**src/rtl/data_mem_ctrl_pkg.sv**
```systemverilog
// Shared types and constants for the MEM-stage data memory controller.
// Optional UART memory-mapped I/O is enabled with the UART_MMIO_EN macro.
package data_mem_ctrl_pkg;

  localparam int DATA_W      = 16;
  localparam int SRAM_ADDR_W = 18;

  localparam logic [DATA_W-1:0] UART_DATA_ADDR = 16'hBF00;
  localparam logic [DATA_W-1:0] UART_STAT_ADDR = 16'hBF01;

  typedef enum logic [2:0] {
    IDLE     = 3'd0,
    RD_WAIT  = 3'd1,
    RD_DONE  = 3'd2,
    WR_SETUP = 3'd3,
    WR_PULSE = 3'd4,
    WR_DONE  = 3'd5
  } state_t;

  typedef struct packed {
    logic en_n;
    logic oe_n;
    logic we_n;
    logic doe;
  } sram_ctl_t;

  localparam sram_ctl_t SRAM_CTL_IDLE = '{en_n: 1'b1, oe_n: 1'b1, we_n: 1'b1, doe: 1'b0};

  function automatic logic is_uart_addr(input logic [DATA_W-1:0] a);
    return (a == UART_DATA_ADDR) || (a == UART_STAT_ADDR);
  endfunction

  // SRAM strobes for a given state; a UART-targeted access keeps the SRAM
  // deselected but still drives the shared data bus during writes.
  function automatic sram_ctl_t sram_ctl(input state_t st, input logic uart_hit);
    sram_ctl_t c;
    c = SRAM_CTL_IDLE;
    case (st)
      RD_WAIT, RD_DONE: begin
        c.en_n = uart_hit;
        c.oe_n = uart_hit;
      end
      WR_SETUP, WR_DONE: begin
        c.en_n = uart_hit;
        c.doe  = 1'b1;
      end
      WR_PULSE: begin
        c.en_n = uart_hit;
        c.we_n = uart_hit;
        c.doe  = 1'b1;
      end
      default: c = SRAM_CTL_IDLE;
    endcase
    return c;
  endfunction

endpackage

```
**src/rtl/data_mem_ctrl_if.sv**
```systemverilog
// CPU-side MEM-stage request bus between the pipeline and the data memory controller.
interface data_mem_ctrl_if;
  import data_mem_ctrl_pkg::*;

  logic              mem_read;
  logic              mem_write;
  logic [DATA_W-1:0] address;
  logic [DATA_W-1:0] write_data;
  logic [DATA_W-1:0] read_data;
  logic              stall;

  modport master (
    output mem_read, mem_write, address, write_data,
    input  read_data, stall
  );

  modport slave (
    input  mem_read, mem_write, address, write_data,
    output read_data, stall
  );

endinterface

```
**src/rtl/data_mem_ctrl_uart_mmio.sv**
```systemverilog
// UART address decode, status word and registered active-low UART strobes.
// Instantiated by data_mem_ctrl only when UART_MMIO_EN is defined.
module uart_mmio
  import data_mem_ctrl_pkg::*;
(
  input  logic              clk,
  input  logic              rst,
  input  state_t            state_d,
  input  logic [DATA_W-1:0] addr_d,
  input  logic [DATA_W-1:0] addr_q,
  input  logic              uart_data_ready,
  input  logic              uart_tbre,
  input  logic              uart_tsre,
  output logic              hit_d,
  output logic              stat_sel_q,
  output logic [DATA_W-1:0] stat_word,
  output logic              uart_rdn,
  output logic              uart_wrn
);

  logic data_sel_d;
  logic uart_rdn_q, uart_rdn_d;
  logic uart_wrn_q, uart_wrn_d;

  // Kept as separate continuous assigns so the next-address decode never
  // forms a block-level loop with the controller's next-state logic.
  assign hit_d      = is_uart_addr(addr_d);
  assign data_sel_d = (addr_d == UART_DATA_ADDR);
  assign stat_sel_q = (addr_q == UART_STAT_ADDR);
  assign stat_word  = {{(DATA_W-2){1'b0}}, uart_data_ready, uart_tbre & uart_tsre};

  assign uart_rdn_d = ~(data_sel_d && ((state_d == RD_WAIT) || (state_d == RD_DONE)));
  assign uart_wrn_d = ~(data_sel_d && (state_d == WR_PULSE));

  always_ff @(posedge clk) begin
    if (rst) begin
      uart_rdn_q <= 1'b1;
      uart_wrn_q <= 1'b1;
    end else begin
      uart_rdn_q <= uart_rdn_d;
      uart_wrn_q <= uart_wrn_d;
    end
  end

  assign uart_rdn = uart_rdn_q;
  assign uart_wrn = uart_wrn_q;

endmodule

```
**src/rtl/data_mem_ctrl.sv**
```systemverilog
// MEM-stage data memory controller: sequences asynchronous SRAM reads (3 cycles)
// and writes (4 cycles), stalling the pipeline. UART MMIO under UART_MMIO_EN.
module data_mem_ctrl
  import data_mem_ctrl_pkg::*;
(
  input  logic                   clk,
  input  logic                   rst,
  data_mem_ctrl_if.slave         cpu,
  output logic [SRAM_ADDR_W-1:0] ram_addr,
  output logic [DATA_W-1:0]      ram_dout,
  input  logic [DATA_W-1:0]      ram_din,
  output logic                   ram_doe,
  output logic                   ram_en_n,
  output logic                   ram_oe_n,
  output logic                   ram_we_n
`ifdef UART_MMIO_EN
  ,
  output logic                   uart_rdn,
  output logic                   uart_wrn,
  input  logic                   uart_data_ready,
  input  logic                   uart_tbre,
  input  logic                   uart_tsre
`endif
);

  state_t            state_q, state_d;
  logic [DATA_W-1:0] addr_q, addr_d;
  logic [DATA_W-1:0] wdata_q, wdata_d;
  logic [DATA_W-1:0] rdata_q, rdata_d;
  sram_ctl_t         ctl_q, ctl_d;

  logic              req;
  logic              uart_hit_d;
  logic              rd_from_stat;
  logic [DATA_W-1:0] stat_word;

  assign req = cpu.mem_read | cpu.mem_write;

  // Next state and request latching; a write wins when both requests are high.
  always_comb begin
    state_d = state_q;
    addr_d  = addr_q;
    wdata_d = wdata_q;
    case (state_q)
      IDLE: begin
        if (req) begin
          addr_d  = cpu.address;
          wdata_d = cpu.write_data;
          state_d = cpu.mem_write ? WR_SETUP : RD_WAIT;
        end
      end
      RD_WAIT:  state_d = RD_DONE;
      RD_DONE:  state_d = IDLE;
      WR_SETUP: state_d = WR_PULSE;
      WR_PULSE: state_d = WR_DONE;
      WR_DONE:  state_d = IDLE;
      default:  state_d = IDLE;
    endcase
    if (rst) begin
      state_d = IDLE;
      addr_d  = '0;
      wdata_d = '0;
    end
  end

  always_comb begin
    rdata_d = rdata_q;
    if (state_q == RD_DONE) begin
      rdata_d = rd_from_stat ? stat_word : ram_din;
    end
    if (rst) begin
      rdata_d = '0;
    end
  end

  // Strobes are registered from the next state so they leave the flops glitch-free.
  always_comb begin
    ctl_d = sram_ctl(state_d, uart_hit_d);
  end

  always_ff @(posedge clk) begin
    if (rst) begin
      state_q <= IDLE;
      addr_q  <= '0;
      wdata_q <= '0;
      rdata_q <= '0;
      ctl_q   <= SRAM_CTL_IDLE;
    end else begin
      state_q <= state_d;
      addr_q  <= addr_d;
      wdata_q <= wdata_d;
      rdata_q <= rdata_d;
      ctl_q   <= ctl_d;
    end
  end

`ifdef UART_MMIO_EN
  uart_mmio u_uart_mmio (
    .clk             (clk),
    .rst             (rst),
    .state_d         (state_d),
    .addr_d          (addr_d),
    .addr_q          (addr_q),
    .uart_data_ready (uart_data_ready),
    .uart_tbre       (uart_tbre),
    .uart_tsre       (uart_tsre),
    .hit_d           (uart_hit_d),
    .stat_sel_q      (rd_from_stat),
    .stat_word       (stat_word),
    .uart_rdn        (uart_rdn),
    .uart_wrn        (uart_wrn)
  );
`else
  assign uart_hit_d   = 1'b0;
  assign rd_from_stat = 1'b0;
  assign stat_word    = '0;
`endif

  // Stall is combinational so the pipeline freezes in the accept cycle itself.
  always_comb begin
    cpu.stall = 1'b0;
    if (!rst) begin
      cpu.stall = ((state_q == IDLE) && req) ||
                  (state_q == RD_WAIT) ||
                  (state_q == WR_SETUP) ||
                  (state_q == WR_PULSE);
    end
  end

  assign cpu.read_data = rdata_q;
  assign ram_addr      = {{(SRAM_ADDR_W-DATA_W){1'b0}}, addr_q};
  assign ram_dout      = wdata_q;
  assign ram_en_n      = ctl_q.en_n;
  assign ram_oe_n      = ctl_q.oe_n;
  assign ram_we_n      = ctl_q.we_n;
  assign ram_doe       = ctl_q.doe;

endmodule

```
**src/flat_wrapper.sv**
```systemverilog
// flat-port wrapper written by rule: the top's interface ports become plain ports
module data_mem_ctrl_flat import data_mem_ctrl_pkg::*;
  (clk, rst, ram_addr, ram_dout, ram_din, ram_doe, ram_en_n, ram_oe_n, ram_we_n, cpu_mem_read, cpu_mem_write, cpu_address, cpu_write_data, cpu_read_data, cpu_stall);
  data_mem_ctrl_if cpu_i ();
  input  logic clk;
  input  logic rst;
  output logic [SRAM_ADDR_W-1:0] ram_addr;
  output logic [DATA_W-1:0] ram_dout;
  input  logic [DATA_W-1:0] ram_din;
  output logic ram_doe;
  output logic ram_en_n;
  output logic ram_oe_n;
  output logic ram_we_n;
  input wire logic [$bits(cpu_i.mem_read)-1:0] cpu_mem_read;
  input wire logic [$bits(cpu_i.mem_write)-1:0] cpu_mem_write;
  input wire logic [$bits(cpu_i.address)-1:0] cpu_address;
  input wire logic [$bits(cpu_i.write_data)-1:0] cpu_write_data;
  output wire logic [$bits(cpu_i.read_data)-1:0] cpu_read_data;
  output wire logic [$bits(cpu_i.stall)-1:0] cpu_stall;
  assign cpu_i.mem_read = cpu_mem_read;
  assign cpu_i.mem_write = cpu_mem_write;
  assign cpu_i.address = cpu_address;
  assign cpu_i.write_data = cpu_write_data;
  assign cpu_read_data = cpu_i.read_data;
  assign cpu_stall = cpu_i.stall;
  data_mem_ctrl u_core (.clk(clk), .rst(rst), .cpu(cpu_i), .ram_addr(ram_addr), .ram_dout(ram_dout), .ram_din(ram_din), .ram_doe(ram_doe), .ram_en_n(ram_en_n), .ram_oe_n(ram_oe_n), .ram_we_n(ram_we_n));
endmodule
```
**config.mk**
```make
export PLATFORM = sky130hd
export DESIGN_NAME = data_mem_ctrl_flat
export DESIGN_NICKNAME = d
export VERILOG_FILES = /design/src/rtl/data_mem_ctrl_pkg.sv /design/src/rtl/data_mem_ctrl_if.sv /design/src/rtl/data_mem_ctrl_uart_mmio.sv /design/src/rtl/data_mem_ctrl.sv /design/src/flat_wrapper.sv
export SDC_FILE = /design/constraint.sdc
export NUM_CORES = 1
export LEC_CHECK = 0
export CAP_MARGIN = 20
export CORE_ASPECT_RATIO = 1.5
export CORE_MARGIN = 8
export CORE_UTILIZATION = 41
export CTS_BUF_LIST = sky130_fd_sc_hd__clkbuf_16
export CTS_CLUSTER_SIZE = 14
export DETAILED_ROUTE_END_ITERATION = 10
export HOLD_SLACK_MARGIN = 0.03
export PLACE_DENSITY = 0.8
export SYNTH_ARGS = -nofsm -noshare
export SYNTH_HDL_FRONTEND = slang
export SYNTH_HIERARCHICAL = 1
export SYNTH_SLANG_ARGS = --single-unit
```
**constraint.sdc**
```tcl
create_clock -name clk -period 4.5 [get_ports clk]
set_clock_uncertainty 0.15 [all_clocks]
set_input_delay 1.35 -clock clk [delete_from_list [all_inputs] [get_ports clk]]
set_output_delay 1.35 -clock clk [all_outputs]
set_load 0.005 [all_outputs]
```
== Yosys cells after proc, flatten, opt, wreduce, memory -nomap -nowiden ==
Index checks and enable logic that the tools add are counted.
Storage, ports and cells
  register bits after elaboration: 55
  latch bits: 0
  bits in writable memories: 0
  ROM bits: 0
  output and inout port bits: 55
  logic and storage cells: 36
  memories kept: 0
Operators by class
  add/sub/neg operators: 0
  multiply operators: 0
  div/mod/pow operators: 0
  order comparisons: 0
  equal/unequal tests: 9
  shifts and indexed selects: 0
  mux-type cells: 9
  bitwise logic cells: 1
  reduce and logical (&&, ||, !) cells: 9
Operators by type and width (number)
  $eq 3x2->1 const B: 4
  $pmux 3 s4: 1
  $eq 3x3->1 const B: 3
  $eq 3x1->1 const B: 2
  $mux 3: 2
  $mux 1: 5
  $reduce_or 5->1: 1
  $logic_not 3->1: 1
  $logic_or 1x1->1: 3
  $reduce_or 3->1: 1
  $mux 2: 1
  $reduce_and 2->1: 1
  $reduce_or 2->1: 1
  $logic_and 1x1->1: 1
  $or 1x1->1: 1

== Longest topological paths before layout ==
  word-level depth: 7
  gate-level depth with buffers: 6
  gate-level depth less buffers: 3

== Least setup slack after synthesis ==
OpenSTA, ideal clock, no wires.
  path type: input port to output port
  start point: input rst
  end point: output cpu_stall
  arrival: 1870 ps
  required time: 3000 ps
  setup slack: 1130 ps
  stages: 3
  buffers on the path: 2
  cells stage by stage: clkbuf_1 -> buf_4 -> o21ba_2
On the way
  cells in the longest elaborated chain, start to end: 1
RTL lines
  start: declaration: RTL line flat_wrapper.sv:6  | input logic rst;
  $mux 1: RTL line data_mem_ctrl.sv:122  | if (!rst) begin
  end: declaration: RTL line flat_wrapper.sv:19  | output wire logic [$bits(cpu_i.stall)-1:0] cpu_stall;
Every way passes these cells.

== Worst setup path after layout ==
  start point: input cpu_mem_write
  end point: output cpu_stall
On the way
  cells in the longest elaborated chain, start to end: 6
RTL lines
  start: declaration: RTL line flat_wrapper.sv:15  | input wire logic [$bits(cpu_i.mem_write)-1:0] cpu_mem_write;
  $or 1x1->1: RTL line data_mem_ctrl.sv:37  | assign req = cpu.mem_read | cpu.mem_write;
  $logic_and 1x1->1: RTL line data_mem_ctrl.sv:123  | cpu.stall = ((state_q == IDLE) && req) ||
  $logic_or 1x1->1: RTL line data_mem_ctrl.sv:123
  $logic_or 1x1->1: RTL line data_mem_ctrl.sv:124  | (state_q == RD_WAIT) ||
  $logic_or 1x1->1: RTL line data_mem_ctrl.sv:125  | (state_q == WR_SETUP) ||
  $mux 1: RTL line data_mem_ctrl.sv:122
Every way passes these cells.

==> qor.txt <==
Flops & latches, synth -> 55
VDD IR max -> 0.219 mV
CORE AREA -> 0.00545 mm^2
Max cap viols -> 0
Full die area -> 0.00837 mm^2
Pwr dens -> 354 mW/mm^2
CP startpoint -> cpu_mem_write
Largest net degree at the start of global routing -> 88
Worst slew pin tran -> 0.987 ns
Synth warnings -> 6
I/O pin count -> 107
Min cycle time layout -> 4.35 ns
Commonest non-fill, non-tap cell in the layout -> clkdlybuf4s50_1
Hpwl dp -> 4.11 mm
RSZ-0062 raised after global routing -> no
Static Leak -> 1.32 nW
Area grow syn2layout -> 49.9%
Mapped cell area -> 0.00232 mm^2
Final hold slack -> 0.304 ns
First-pass GRT wire length -> 8.85 mm
Worst Hold Depth -> 2
Seq/Total Area, Yosys -> 0.474
TritonCTS clock tree -> built
Initial Util -> 0.426
Hold-fix buffers, CTS -> 0
Layout cell share with drive strength beyond 1 -> 0.0418
Final core utilization -> 0.638
Critical path arrival -> 2.85 ns
CP required -> 3.00 ns
Dpl cell area -> 0.00332 mm^2
# rows -> 33
Htree depth -> 2
Clock Sinks -> 55
Critical Path Fanout Max -> 4
Vias in the first global route -> 1,798
Status -> finished clean
Count of cell types in the netlist -> 24
CTS buffer count -> 5
Remaining antenna violation count -> 0
Setup Fix Bufs, Post-CTS -> 0
Reg2reg start -> u_core/state_q[1]
Hold WC Path Type -> reg2reg
Final nets -> 387
Drt first-iter violations -> 102
FF-to-FF path depth -> 3
Crit start category -> primary input
Antenna cells -> 0
Final Cell Area -> 0.00348 mm^2
Min-delay src -> u_core/cpu.read_data[12]
WL per Instance -> 13.8 um
Design Power -> 1.23 mW
Synth Area per Inst -> 9.63 um^2
Clk slew on worst S/H paths -> 0.07 ns
Critical path class -> in2out
Critical Path End Type -> output port
Tcrit/Tclk final -> 0.966
Gp weighted congestion -> 0.764
Setup TNS Final -> 0 ns
Clk Latency, worst-skew pair -> 0.28 ns
Most frequent cells in the layout -> 103 x clkdlybuf4s50_1, 64 x nand2b_1, 55 x dfxtp_1
DRT Pass-1 Iters -> 4
Fillers -> 463
Die W -> 77.4 um
Grt ovf -> 0
Synth Instances -> 241
Final Max Slew Viols -> 0
# resized after CTS -> 0
Detailed-route DRC error count -> 0
Count of final setup violators -> 0
Hold Vio Cnt, Final -> 0
Vias after detailed routing -> 1,895
Total wire length -> 5.57 mm
Clock buffer depth -> 2
Via density -> 4.68
GRT Total Usage -> 0.127
Height of the die -> 108 um
Initial antenna violation count -> 0
Post-synth top area share -> 0.474
Ranking of synthesized cells by area -> dfxtp_1 47%, nand2b_1 17%, mux2i_1 14%, nand2_1 5.3%, a21oi_1 3.7%
Root Buffer -> clkbuf_16
Fmax -> 230 MHz
Slew headroom -> 0.339
Area leader, netlist -> dfxtp_1
IO Port Bufs -> 104
## flip-flops by register name, summed over array words and instances (netlist names)
register / count
u_core/addr_q: 16
u_core/cpu.read_data: 16
u_core/ram_doe: 1
u_core/ram_dout: 16
u_core/ram_en_n: 1
u_core/ram_oe_n: 1
u_core/ram_we_n: 1
u_core/state_q: 3
## routing by layer
metal	track usage	wire, um
met4	0.0298	50
met2	0.213	2700
met3	0.0424	348
met5	0	0
met1	0.152	2480
## synthesized netlist by cell type
library cell and number:
nor3_1 2, nor2b_1 1, a21oi_1 17, o22ai_1 1
o21bai_1 1, nor3b_2 1, o21ba_2 1, mux2i_1 32
nand2b_1 64, nor4_4 1, o31a_2 1, clkbuf_2 1
nand2_1 33, buf_4 4, a211o_1 1, clkbuf_1 6
nor2_1 5, nor4_1 2, dfxtp_1 55, conb_1 1
buf_2 2, or3b_1 1, buf_6 7, nand3b_1 1
## metrics by stage
| stage | std cells | setup WS, ns |
|---|---|---|
| finish | 405 | 0.153 |
| global route | 405 | 0.0490 |
| CTS | 405 | 0.149 |
| detailed placement | 398 | 0.165 |
| global placement | 398 | 0.212 |
| floorplan | 242 | 1.13 |
## worst max-delay path, stage by stage
cell and delay [ns]:
clkdlybuf4s50_1 0.53, nor3_1 0.08, nor3_1 0.23, o21ba_2 0.16
clkdlybuf4s50_1 0.49
## logic make-up after synthesis
group / count (synthesis) / synth area share
flops: 55 / 0.474
simple gates: 111 / 0.268
buf+inv: 20 / 0.0631
other cells: 1 / 0.00162
mux: 32 / 0.138
compound gates: 22 / 0.0550
## final timing paths
check / slack, ns / end
setup / recovery: 0.15 / cpu_stall
hold / removal: 0.30 / u_core/cpu.read_data[12]
setup reg to reg: 2.63 / u_core/cpu.read_data[11]
hold reg to reg: 0.30 / u_core/cpu.read_data[12]
## report_power, final
group	total, mW	switching [mW]	internal [mW]
Sequential	0.556	0.0253	0.530
Clock	0.423	0.163	0.259
Combinational	0.254	0.0922	0.162
Total	1.23	0.281	0.952
## layout make-up
cell class / instances / area (um^2) / share of cell area
tap: 70 / 87.6 / 0.0252
clock inverter: 2 / 37.5 / 0.0108
timing repair buffer: 106 / 1050 / 0.302
sequential: 55 / 1100 / 0.316
multi-input combinational: 167 / 1080 / 0.310
clock buffer: 5 / 125 / 0.0360
Power figures use the tool's default switching activity.
